[src/rtl/mem_stage_ls.sv]
// mem_stage_ls: MEM pipeline stage that waits for, buffers and extends data-memory responses and drains orphaned ones after a flush.
module mem_stage_ls #(
    parameter int DATA_W   = 32,
    parameter int PC_W     = 32,
    parameter int RA_W     = 5,
    parameter int MAX_DROP = 3
) (
    input  logic                          clk,
    input  logic                          reset,
    input  logic                          es_to_ms_valid,
    input  logic [PC_W+RA_W+DATA_W+5:0]   es_to_ms_bus,
    output logic                          ms_allowin,
    input  logic                          ws_allowin,
    output logic                          ms_to_ws_valid,
    output logic [PC_W+RA_W+DATA_W:0]     ms_to_ws_bus,
    input  logic                          data_sram_data_ok,
    input  logic [DATA_W-1:0]             data_sram_rdata,
    input  logic                          flush,
    output logic                          ms_valid,
    output logic [RA_W-1:0]               ms_to_ds_dest,
    output logic                          ms_fwd_ready,
    output logic [DATA_W-1:0]             ms_forward_data
);
    localparam int CNT_W = $clog2(MAX_DROP + 1);

    logic [PC_W+RA_W+DATA_W+5:0] bus_r;
    logic [PC_W-1:0]   pc;
    logic              gr_we;
    logic [RA_W-1:0]   dest;
    logic [DATA_W-1:0] alu_result;
    logic              res_from_mem;
    logic              mem_we;
    logic [2:0]        ld_op;
    logic              got;
    logic [DATA_W-1:0] rbuf;
    logic [CNT_W-1:0]  drop_cnt;
    logic              wait_resp;
    logic              resp_ok;
    logic              ms_ready_go;
    logic              capture;
    logic              drop_inc;
    logic              drop_dec;
    logic [DATA_W-1:0] rsel;
    logic [7:0]        byte_v;
    logic [15:0]       half_v;
    logic [DATA_W-1:0] ld_val;
    logic [DATA_W-1:0] final_result;

    assign {pc, gr_we, dest, alu_result, res_from_mem, mem_we, ld_op} = bus_r;

    assign wait_resp   = res_from_mem | mem_we;
    // a response belongs to the resident instruction only once every orphan has drained
    assign resp_ok     = data_sram_data_ok && (drop_cnt == '0);
    assign ms_ready_go = !wait_resp | got | resp_ok;
    assign ms_allowin  = !ms_valid | (ms_ready_go && ws_allowin);
    assign ms_to_ws_valid = ms_valid && ms_ready_go && !flush;
    assign capture     = ms_valid && !got && resp_ok && !ms_allowin && !flush;
    assign drop_inc    = flush && ms_valid && wait_resp && !got && !resp_ok;
    assign drop_dec    = data_sram_data_ok && (drop_cnt != '0);

    assign rsel   = got ? rbuf : data_sram_rdata;
    assign byte_v = 8'(rsel >> {alu_result[1:0], 3'b000});
    assign half_v = alu_result[1] ? rsel[31:16] : rsel[15:0];
    assign ld_val = ld_op == 3'd1 ? {{(DATA_W-8){byte_v[7]}}, byte_v} :
                    ld_op == 3'd2 ? {{(DATA_W-16){half_v[15]}}, half_v} :
                    ld_op == 3'd3 ? {{(DATA_W-8){1'b0}}, byte_v} :
                    ld_op == 3'd4 ? {{(DATA_W-16){1'b0}}, half_v} : rsel;
    assign final_result = res_from_mem ? ld_val : alu_result;

    assign ms_to_ws_bus    = {pc, gr_we, dest, final_result};
    assign ms_to_ds_dest   = (ms_valid && gr_we) ? dest : '0;
    assign ms_fwd_ready    = ms_valid && gr_we && ms_ready_go;
    assign ms_forward_data = final_result;

    always_ff @(posedge clk or posedge reset) begin
        if (reset) begin
            ms_valid <= 1'b0;
            got      <= 1'b0;
            drop_cnt <= '0;
        end else begin
            ms_valid <= flush ? 1'b0 : ms_allowin ? es_to_ms_valid : ms_valid;
            got      <= (flush || ms_allowin) ? 1'b0 : capture ? 1'b1 : got;
            if (drop_inc && !drop_dec && drop_cnt != CNT_W'(MAX_DROP))
                drop_cnt <= drop_cnt + CNT_W'(1);
            else if (drop_dec && !drop_inc)
                drop_cnt <= drop_cnt - CNT_W'(1);
        end
    end

    always_ff @(posedge clk) begin
        if (es_to_ms_valid && ms_allowin && !flush)
            bus_r <= es_to_ms_bus;
        if (capture)
            rbuf <= data_sram_rdata;
    end

    drop_overflow: assert property (@(posedge clk) disable iff (reset)
        !(drop_inc && !drop_dec && drop_cnt == CNT_W'(MAX_DROP)));
endmodule

[config.mk]
export PLATFORM = sky130hd
export DESIGN_NAME = mem_stage_ls
export DESIGN_NICKNAME = d
export VERILOG_FILES = /design/src/rtl/mem_stage_ls.sv
export SDC_FILE = /design/constraint.sdc
export NUM_CORES = 1
export LEC_CHECK = 0
export BUFFER_PORTS_ARGS = -buffer_cell sky130_fd_sc_hd__buf_4
export CAP_MARGIN = 0
export CORE_MARGIN = 2
export CORE_UTILIZATION = 49
export DETAILED_ROUTE_END_ITERATION = 7
export PLACE_DENSITY_LB_ADDON = 0.08
export SYNTH_ARGS = -nofsm -noshare
export SYNTH_HDL_FRONTEND = slang
export SYNTH_SLANG_ARGS = --single-unit
[constraint.sdc]
create_clock -name clk -period 9.76 [get_ports clk]
set_input_delay 1.464 -clock clk [delete_from_list [all_inputs] [get_ports clk]]
set_output_delay 1.464 -clock clk [all_outputs]
set_load 0.005 [all_outputs]
==> flow_summary.yaml, run 1 <==
outcome:
  status: "finished, final reports clean"
critical_path:
  criticalPathCategory: "register to output port"
  slowest_stage: "o311ai_4"
  cp_max_fo: 15
  end_kind: "output port"
  r2r_start: "got$_DFFE_PP0P_"
  crit_buf_inv: 1
  crit_required_ps: 8300
  critPathLaunchType: "register"
  crit_family: "compound AO/OA/AOI/OAI gates"
  crit_chain: "nor2b_1 -> nand2b_1 -> o311ai_4 -> o22a_1 -> buf_4"
  worst-endpoint-arrival_ps: 3130
  critPathMaxStageDelay_ps: 720
  cp-startpoint: "bus_r[2]$_DFFE_PP_"
  r2r_setup_slack_ps: 6920
die:
  start_util_pct: 50.0
  rows: 39
  die_w_um: 112
  design.die.area_um2: 12500
  core_area_um2: 11400
  dieHeight_um: 112
  io_pins: 224
final_layout:
  antenna_cells: 0
  fin_area_um2: 7270
  layout_commonest_cell: "buf_4"
  drive_gt1_share_pct: 50.0
  fin_cells: 711
  final_nets: 676
  nFillCells: 868
  final_cell_mix: "230 x buf_4, 107 x edfxtp_1, 23 x nor2_1"
  syn2layout_area_growth_pct: 27.9
  final_util_pct: 64.0
logic_synthesis:
  ys_top_cells_by_area: "edfxtp_1 56%, buf_4 9.5%, mux4_2 6.3%"
  async_reset_ff_share_pct: 3.60
  synth_cell_types: 43
  syn_inst: 415
  synth-edff-count: 107
  ys_seq_area_share_pct: 58.2
  synth_flop_cell: "edfxtp_1"
  yosys.area.top_type: "edfxtp_1"
  yosysWarnings: 0
  ys_seq_elements: 111
  synth.top_cell.area_share_pct: 56.5
  synth_nets: 528
  syn_area_per_cell_um2: 13.7
  synthesis.area_um2: 5690
clock_tree:
  cts_tree: "built"
  cts-resized-gates: 0
  cts_num_sinks: 111
  clockBufferDepth: 2
  cts-root-buf: "clkbuf_16"
  cts_inserted_buffers: 9
  clk_pin_slew_ps: 80
  clk_latency_ps: 360
  cts.hold.buffers_added: 0
  post_cts_buffers: 0
  h-tree-depth: 3
sta:
  setup_viol: 0
  maxSlewHeadroom_pct: 19.5
  min_period_over_period_pct: 47.1
  grt_setup_unrepaired: "false"
  max_freq_mhz: 218
  fin_ws_ps: 5160
  holdWs_ps: 511
  worst_pin_slew_ps: 1200
  drv_slew: 0
  skew_ps: 9.96
  hold_viol_final: 0
  period_minus_slack_ps: 4600
  fin_setup_tns_ps: 0
global_route:
  grtUsageTotal_pct: 22.2
  antenna_found_initial: 0
  overflow: 0
  grt_pass1_vias: 3924
  grt_max_degree: 48
  grt_first_pass_wirelength_um: 21100
detailed_routing:
  first_pass_iters: 4
  vias: 3897
  post_drt_wl_per_cell_um: 19.5
  via_per_inst: 5.48
  ant_nets: 0
  wl_um: 13900
  first_iter_violations: 283
  drc: 0
hold_path:
  min_path_type: "register to register"
  hold_start: "drop_cnt[0]$_DFFE_PP0P_"
placed_design:
  dpl_cell_area_um2: 6980
  port_buffers: 223
  dp_slack_ps: 5190
  place_hpwl_um: 10200
  gp_congestion: 0.795
  dp.cells: 695
pwr:
  p_leak_nw: 2.86
  total_power_mw: 1.09
  peakVddDrop_mv: 0.192
  powerDensity_nw_per_um2: 149
run:
  maxCapViolCount: 0
==> worst register-to-register path, delay by kind of cell, from the launching register on <==
family / cells / cell delay [ps]
AOI/OAI and AO/OA: 3 / 860
buffers and inverters: 2 / 1130
DFF: 1 / 470
==> kinds of logic after synthesis <==
group / count (synthesis) / share of synthesized area (%)
xor gates and xnor gates: 2 / 0.308
DFF: 111 / 58.2
muxes: 50 / 12.7
and+or+nand+nor: 77 / 7.02
AOI/OAI and AO/OA: 77 / 10.1
buffers and inverters: 98 / 11.7
==> power by group <==
group          switching [mW]  internal, mW
Sequential            0.00791         0.542
Combinational          0.0733        0.0950
Clock                   0.188         0.181
Total                   0.270         0.817
==> Yosys cell counts (2+ instances only) <==
cell and n:
edfxtp_1 107, buf_4 72, nor2_1 23, o22a_1 22, mux2i_1 18, mux4_2 16, mux2_2 15, nand2_1 15
a21oi_1 12, clkbuf_1 11, nor3_1 10, o21ai_0 9, buf_2 8, a31oi_1 7, and4_1 7, o22ai_1 7
o31ai_1 6, and3_1 5, inv_1 5, nor2b_1 5, dfrtp_1 4, nand2b_1 4, o21bai_1 3, buf_6 2
nand3_1 2, o32a_1 2, or3_1 2
==> state kept, by name (all words and copies together), names as in the netlist <==
name,flops
drop_cnt,2
got,1
ms_valid,1
rbuf,32
bus_r,75
==> worst paths after layout <==
check | to | cells past startpoint
max reg2reg | bus_r[73]$_DFFE_PP_ | 5
max | ms_forward_data[23] | 5
min | drop_cnt[0]$_DFFE_PP0P_ | 1
max in group asynchronous | got$_DFFE_PP0P_ | 2
min reg2reg | drop_cnt[0]$_DFFE_PP0P_ | 1
min in group asynchronous | ms_valid$_DFFE_PP0P_ | 2
==> area by class of cell <==
cell class	count	area [µm²]	share of cell area, %
flip-flops and latches	111	3310	45.6
multi-input cells	206	1740	23.9
repair buffers	230	1730	23.7
clock buffers	9	225	3.10
well taps	143	179	2.46
clock inverters	7	71.3	0.981
inverters	5	18.8	0.258
==> per-layer routing <==
layer,GRT usage (%),vias to the layer above,share of wire [%]
met2,38.3,169,51
met1,25.8,1906,37
met3,10.0,8,11
met5,0,-,0
li1,-,1814,-
met4,4.53,0,0.87
No activity file was read; power rests on OpenSTA's default activity.
==> run 2: changes to the inputs <==
--- a/config.mk
+++ b/config.mk
@@ -8,7 +8,7 @@
 export BUFFER_PORTS_ARGS = -buffer_cell sky130_fd_sc_hd__buf_4
 export CAP_MARGIN = 0
 export CORE_MARGIN = 2
-export CORE_UTILIZATION = 49
+export CORE_UTILIZATION = 44
 export DETAILED_ROUTE_END_ITERATION = 7
 export PLACE_DENSITY_LB_ADDON = 0.08
 export SYNTH_ARGS = -nofsm -noshare
==> constraint.sdc (replaced) <==
create_clock -name clk -period 4.1 [get_ports clk]
set_input_delay 0.615 -clock clk [delete_from_list [all_inputs] [get_ports clk]]
set_output_delay 0.615 -clock clk [all_outputs]
set_load 0.005 [all_outputs]
==> run 2 against run 1 <==
Net effect:
- final cell count is 4.4% higher
- worst hold slack worse by 380 ps
- combinational power is 140% higher
- first-iteration DRC count is 20% lower
- flip-flop and latch count stayed put
- clock skew is 3.8 ps lower
- non-clock buffer count is 2 higher
- core utilization is 5.9 points lower
- via count is 0.77% higher
- critical path type unchanged
- sequential share of layout area is 0.36 points lower
- global-route usage is 2.1 points lower
- highest routed layer unchanged
- sequential power is 140% higher
==> flow_summary.yaml, run 2 (synthesis results as in run 1) <==
pwr:
  powerDensity_nw_per_um2: 351
  p_leak_nw: 2.87
  peakVddDrop_mv: 0.253
die:
  dieHeight_um: 118
  die_w_um: 118
  design.die.area_um2: 13900
  core_area_um2: 12600
  io_pins: 224
  start_util_pct: 45.1
  rows: 41
clock_tree:
  clockBufferDepth: 2
  cts_tree: "built"
  post_cts_buffers: 0
  cts_inserted_buffers: 9
  cts-resized-gates: 0
  clk_pin_slew_ps: 80
  cts-root-buf: "clkbuf_16"
  clk_latency_ps: 360
  cts_num_sinks: 111
  h-tree-depth: 3
  cts.hold.buffers_added: 0
global_route:
  overflow: 0
  grtUsageTotal_pct: 20.1
  grt_pass1_vias: 4026
  antenna_found_initial: 0
  grt_max_degree: 71
  grt_first_pass_wirelength_um: 21500
final_layout:
  final_nets: 678
  regMostFlops: "bus_r"
  nFillCells: 1058
  largest_reg_flops: 75
  drive_gt1_share_pct: 50.2
  layout_commonest_cell: "buf_4"
  antenna_cells: 0
  final_cell_mix: "231 x buf_4, 107 x edfxtp_1, 23 x nor2_1"
  reg_top3: "bus_r: 75 flops, rbuf: 32 flops, drop_cnt: 2 flops"
  syn2layout_area_growth_pct: 28.9
critical_path:
  slowest_stage: "mux4_2"
  crit_chain: "buf_4 -> buf_4 -> mux4_2 -> o22ai_1 -> o31ai_1 -> buf_4"
  crit_buf_inv: 3
  r2r_start: "got$_DFFE_PP0P_"
  cp_max_fo: 26
  critPathLaunchType: "register"
  criticalPathCategory: "register to output port"
  crit_required_ps: 3480
  end_kind: "output port"
  cp-startpoint: "got$_DFFE_PP0P_"
  worst-endpoint-arrival_ps: 2640
  crit_top_cell: "buf_4"
  critPathMaxStageDelay_ps: 550
  crit_family: "buffers and inverters"
detailed_routing:
  first_iter_violations: 227
  via_per_inst: 5.29
  first_pass_iters: 4
  post_drt_wl_per_cell_um: 19.0
  drc: 0
  ant_nets: 0
  vias: 3927
  wl_um: 14100
placed_design:
  place_hpwl_um: 10300
  dp_slack_ps: 1190
  gp_congestion: 0.801
  port_buffers: 223
sta:
  max_freq_mhz: 307
  maxSlewHeadroom_pct: 46.3
  period_minus_slack_ps: 3260
  fin_setup_tns_ps: 0
  hold_viol_final: 0
  worst_pin_slew_ps: 803
  setup_viol: 0
  drv_slew: 0
  fin_ws_ps: 842
  grt_setup_unrepaired: "false"
  skew_ps: 6.11
  min_period_over_period_pct: 79.5
run:
  maxCapViolCount: 0
outcome:
  status: "finished, final reports clean"
hold_path:
  min_path_type: "input pin to asynchronous set/reset pin"
## run 2: cell count changes in the layout (fill, tap and decap cells not counted), sizes merged
cell,delta
buf,+2
clkbuf,+1
clkinv,-1
## run 2: cell type report
cell class | instances | area, µm² | share of cell area, %
clock inverters | 6 | 52.6 | 0.717
clock buffers | 10 | 229 | 3.12
repair buffers | 232 | 1750 | 23.9
flip-flops and latches | 111 | 3310 | 45.2
multi-input cells | 206 | 1750 | 23.8
well taps | 172 | 215 | 2.94
inverters | 5 | 18.8 | 0.256
## run 2: stage by stage
step	utilization [%]	hold WS (ps)	total power, mW	area [µm²]	cells
2_1_floorplan	-	381	1.55	5710	415
3_5_place_dp	55.9	513	1.74	7050	726
3_3_place_gp	55.9	484	1.74	7050	726
5_1_grt	58.1	133	2.67	7330	742
6_report	58.1	135	2.57	7330	742
4_1_cts	58.1	126	2.60	7330	742
## run 2: final timing paths
kind	cells after the start	endpoint	slack (ps)
worst min register to register	1	drop_cnt[0]$_DFFE_PP0P_	530
worst max-delay path	6	ms_forward_data[3]	840
worst min-delay path	2	drop_cnt[0]$_DFFE_PP0P_	140
max in group asynchronous	2	got$_DFFE_PP0P_	3790
worst max register to register	5	bus_r[68]$_DFFE_PP_	1290
min in group clk	1	bus_r[30]$_DFFE_PP_	430
## run 2: report_power, final
group	internal, mW	switching [mW]
logic	0.229	0.177
clock network	0.424	0.431
registers	1.29	0.0191
## run 2: per-layer routing
metal | track usage, % | share of wire (%)
met1 | 24.4 | 39
met2 | 34.4 | 52
met3 | 6.83 | 8.1
met4 | 4.82 | 0.92
met5 | 0 | 0
==> run 3: changes to the inputs <==
==> constraint.sdc (replaced) <==
create_clock -name clk -period 2.8 [get_ports clk]
set_input_delay 0.42 -clock clk [delete_from_list [all_inputs] [get_ports clk]]
set_output_delay 0.42 -clock clk [all_outputs]
set_load 0.005 [all_outputs]
==> run 3 against run 2 <==
Net effect:
- via count increased by 0.99%
- die area unchanged
- sequential share of layout area decreased by 1.0 points
- core utilization increased by 1.3 points
- total power increased by 49%
- global-route usage increased by 0.40 points
- clock power increased by 51%
- critical path depth unchanged
- worst setup slack got worse by 740 ps
- routed wire length increased by 1.3%
- final cell count increased by 1.2%
- first-iteration DRC count increased by 36%
- critical endpoint is now ms_to_ws_bus[15]
- largest cell class unchanged
==> flow_summary.yaml, run 3 (synthesis results as in run 1) <==
detailed_routing:
  drc: 0
  via_per_inst: 5.28
  first_iter_violations: 308
  ant_nets: 0
  post_drt_wl_per_cell_um: 19.0
  first_pass_iters: 4
  vias: 3966
  wl_um: 14300
pwr:
  peakVddDrop_mv: 0.516
  total_power_mw: 3.83
  combPwrFrac_pct: 16.1
  powerDensity_nw_per_um2: 510
  p_int_mw: 2.93
  p_leak_nw: 2.92
  p_seq_share_pct: 50.1
  power.switching_mw: 0.895
  switching_share_pct: 23.4
  clock_power_share_pct: 33.8
final_layout:
  fin_cells: 751
  final_nets: 687
  regMostFlops: "bus_r"
  reg_top3: "bus_r: 75 flops, rbuf: 32 flops, drop_cnt: 2 flops"
  largest_reg_flops: 75
  layout_commonest_cell: "buf_4"
  antenna_cells: 0
  syn2layout_area_growth_pct: 31.9
  fin_area_um2: 7500
  nFillCells: 1070
  drive_gt1_share_pct: 52.2
  final_cell_mix: "235 x buf_4, 107 x edfxtp_1, 22 x nor2_1, 22 x o22a_1, 17 x mux2i_1"
die:
  dieHeight_um: 118
  rows: 41
  design.die.area_um2: 13900
  die_w_um: 118
  io_pins: 224
  start_util_pct: 45.1
  core_area_um2: 12600
global_route:
  grt_use_met3_pct: 6.88
  grt_pass1_vias: 3961
  grt_max_degree: 46
  grtUsageTotal_pct: 20.5
  grtUsageMet1_pct: 24.4
  antenna_found_initial: 0
  grt_first_pass_wirelength_um: 21600
  met2_usage_pct: 34.8
  busiest_layer: "met2"
  overflow: 0
clock_tree:
  h-tree-depth: 3
  cts_inserted_buffers: 9
  cts_tree: "built"
  cts-root-buf: "clkbuf_16"
  cts_num_sinks: 111
  clk_pin_slew_ps: 70
  clockBufferDepth: 2
  clk_latency_ps: 350
critical_path:
  cp-startpoint: "bus_r[6]$_DFFE_PP_"
  cp_max_fo: 8
  crit_required_ps: 2380
  r2r_start: "bus_r[4]$_DFFE_PP_"
  critPathLaunchType: "register"
  criticalPathCategory: "register to output port"
  worst-endpoint-arrival_ps: 2280
  end_kind: "output port"
sta:
  max_freq_mhz: 370
  drv_slew: 0
  skew_ps: 4.88
  holdWs_ps: 236
  period_minus_slack_ps: 2700
  hold_viol_final: 0
  fin_setup_tns_ps: 0
  min_period_over_period_pct: 96.4
  maxSlewHeadroom_pct: 58.4
  setup_viol: 0
  worst_pin_slew_ps: 623
placed_design:
  place_hpwl_um: 10100
  port_buffers: 223
  dp.cells: 730
  dpl_cell_area_um2: 7110
  gp_congestion: 0.804
hold_path:
  hold_start: "es_to_ms_bus[65]"
  min_path_type: "input pin to register"
outcome:
  status: "finished, final reports clean"
run:
  maxCapViolCount: 0
==> run 3: cell types whose count changed in the layout (fill, tap and decap cells not counted), moves of 2 or more <==
cell | before | now
buf_4 | 231 | 235
clkinvlp_4 | 0 | 4
inv_6 | 4 | 0
buf_6 | 0 | 2
==> run 3: final timing paths <==
path	slack [ps]	cells past startpoint	end
setup / recovery	100	6	ms_to_ws_bus[15]
hold / removal	240	1	bus_r[65]$_DFFE_PP_
setup reg to reg	700	4	bus_r[9]$_DFFE_PP_
hold reg to reg	550	1	drop_cnt[0]$_DFFE_PP0P_
max in group asynchronous	2140	3	got$_DFFE_PP0P_
min in group asynchronous	500	3	drop_cnt[0]$_DFFE_PP0P_
==> run 3: final cells by class <==
class	instances	area [µm²]	area share (%)
multi-input cells	207	1820	24.2
clock inverters	7	73.8	0.984
well taps	172	215	2.87
repair buffers	240	1840	24.5
clock buffers	9	225	3.00
flip-flops and latches	111	3310	44.2
inverters	5	18.8	0.250
==> run 3: critical path: stages, from the launching register on <==
cell	delay (ps)
edfxtp_1	480
mux2_1	390
o22ai_4	300
o31ai_2	120
buf_4	180
o32a_1	310
buf_4	140
==> run 3: power groups by stage <==
stage | sequential, mW | clock [mW] | combinational (mW)
finish | 1.92 | 1.29 | 0.616
global route | 1.92 | 1.39 | 0.664
CTS | 1.92 | 1.33 | 0.618
detailed placement | 1.96 | 0 | 0.606
global placement | 1.95 | 0 | 0.598
floorplan | 1.94 | 0 | 0.335
==> run 3: through the flow <==
step / setup slack, ps / util (%)
3_3_place_gp: 313 / 56.4
2_1_floorplan: -499 / -
5_1_grt: -5.71 / 59.4
3_5_place_dp: 322 / 56.4
4_1_cts: 6.22 / 59.2
6_report: 99.9 / 59.4
==> run 3: what timing repair did <==
item | 4_1_cts | 5_1_grt
pin swaps | 0 | 3
hold endpoints to repair | 4 | 0
gates resized for setup | 4 | 4
buffers inserted | 1 | 2
endpoints found under the setup margin | 39 | 40
cloned | 1 | 0
hold buffers | 1 | 0
==> run 3: layer usage <==
metal	vias up	wire [µm]
li1	1841	-
met1	1943	5640
met2	164	7330
met3	18	1050
met4	0	282
met5	-	0
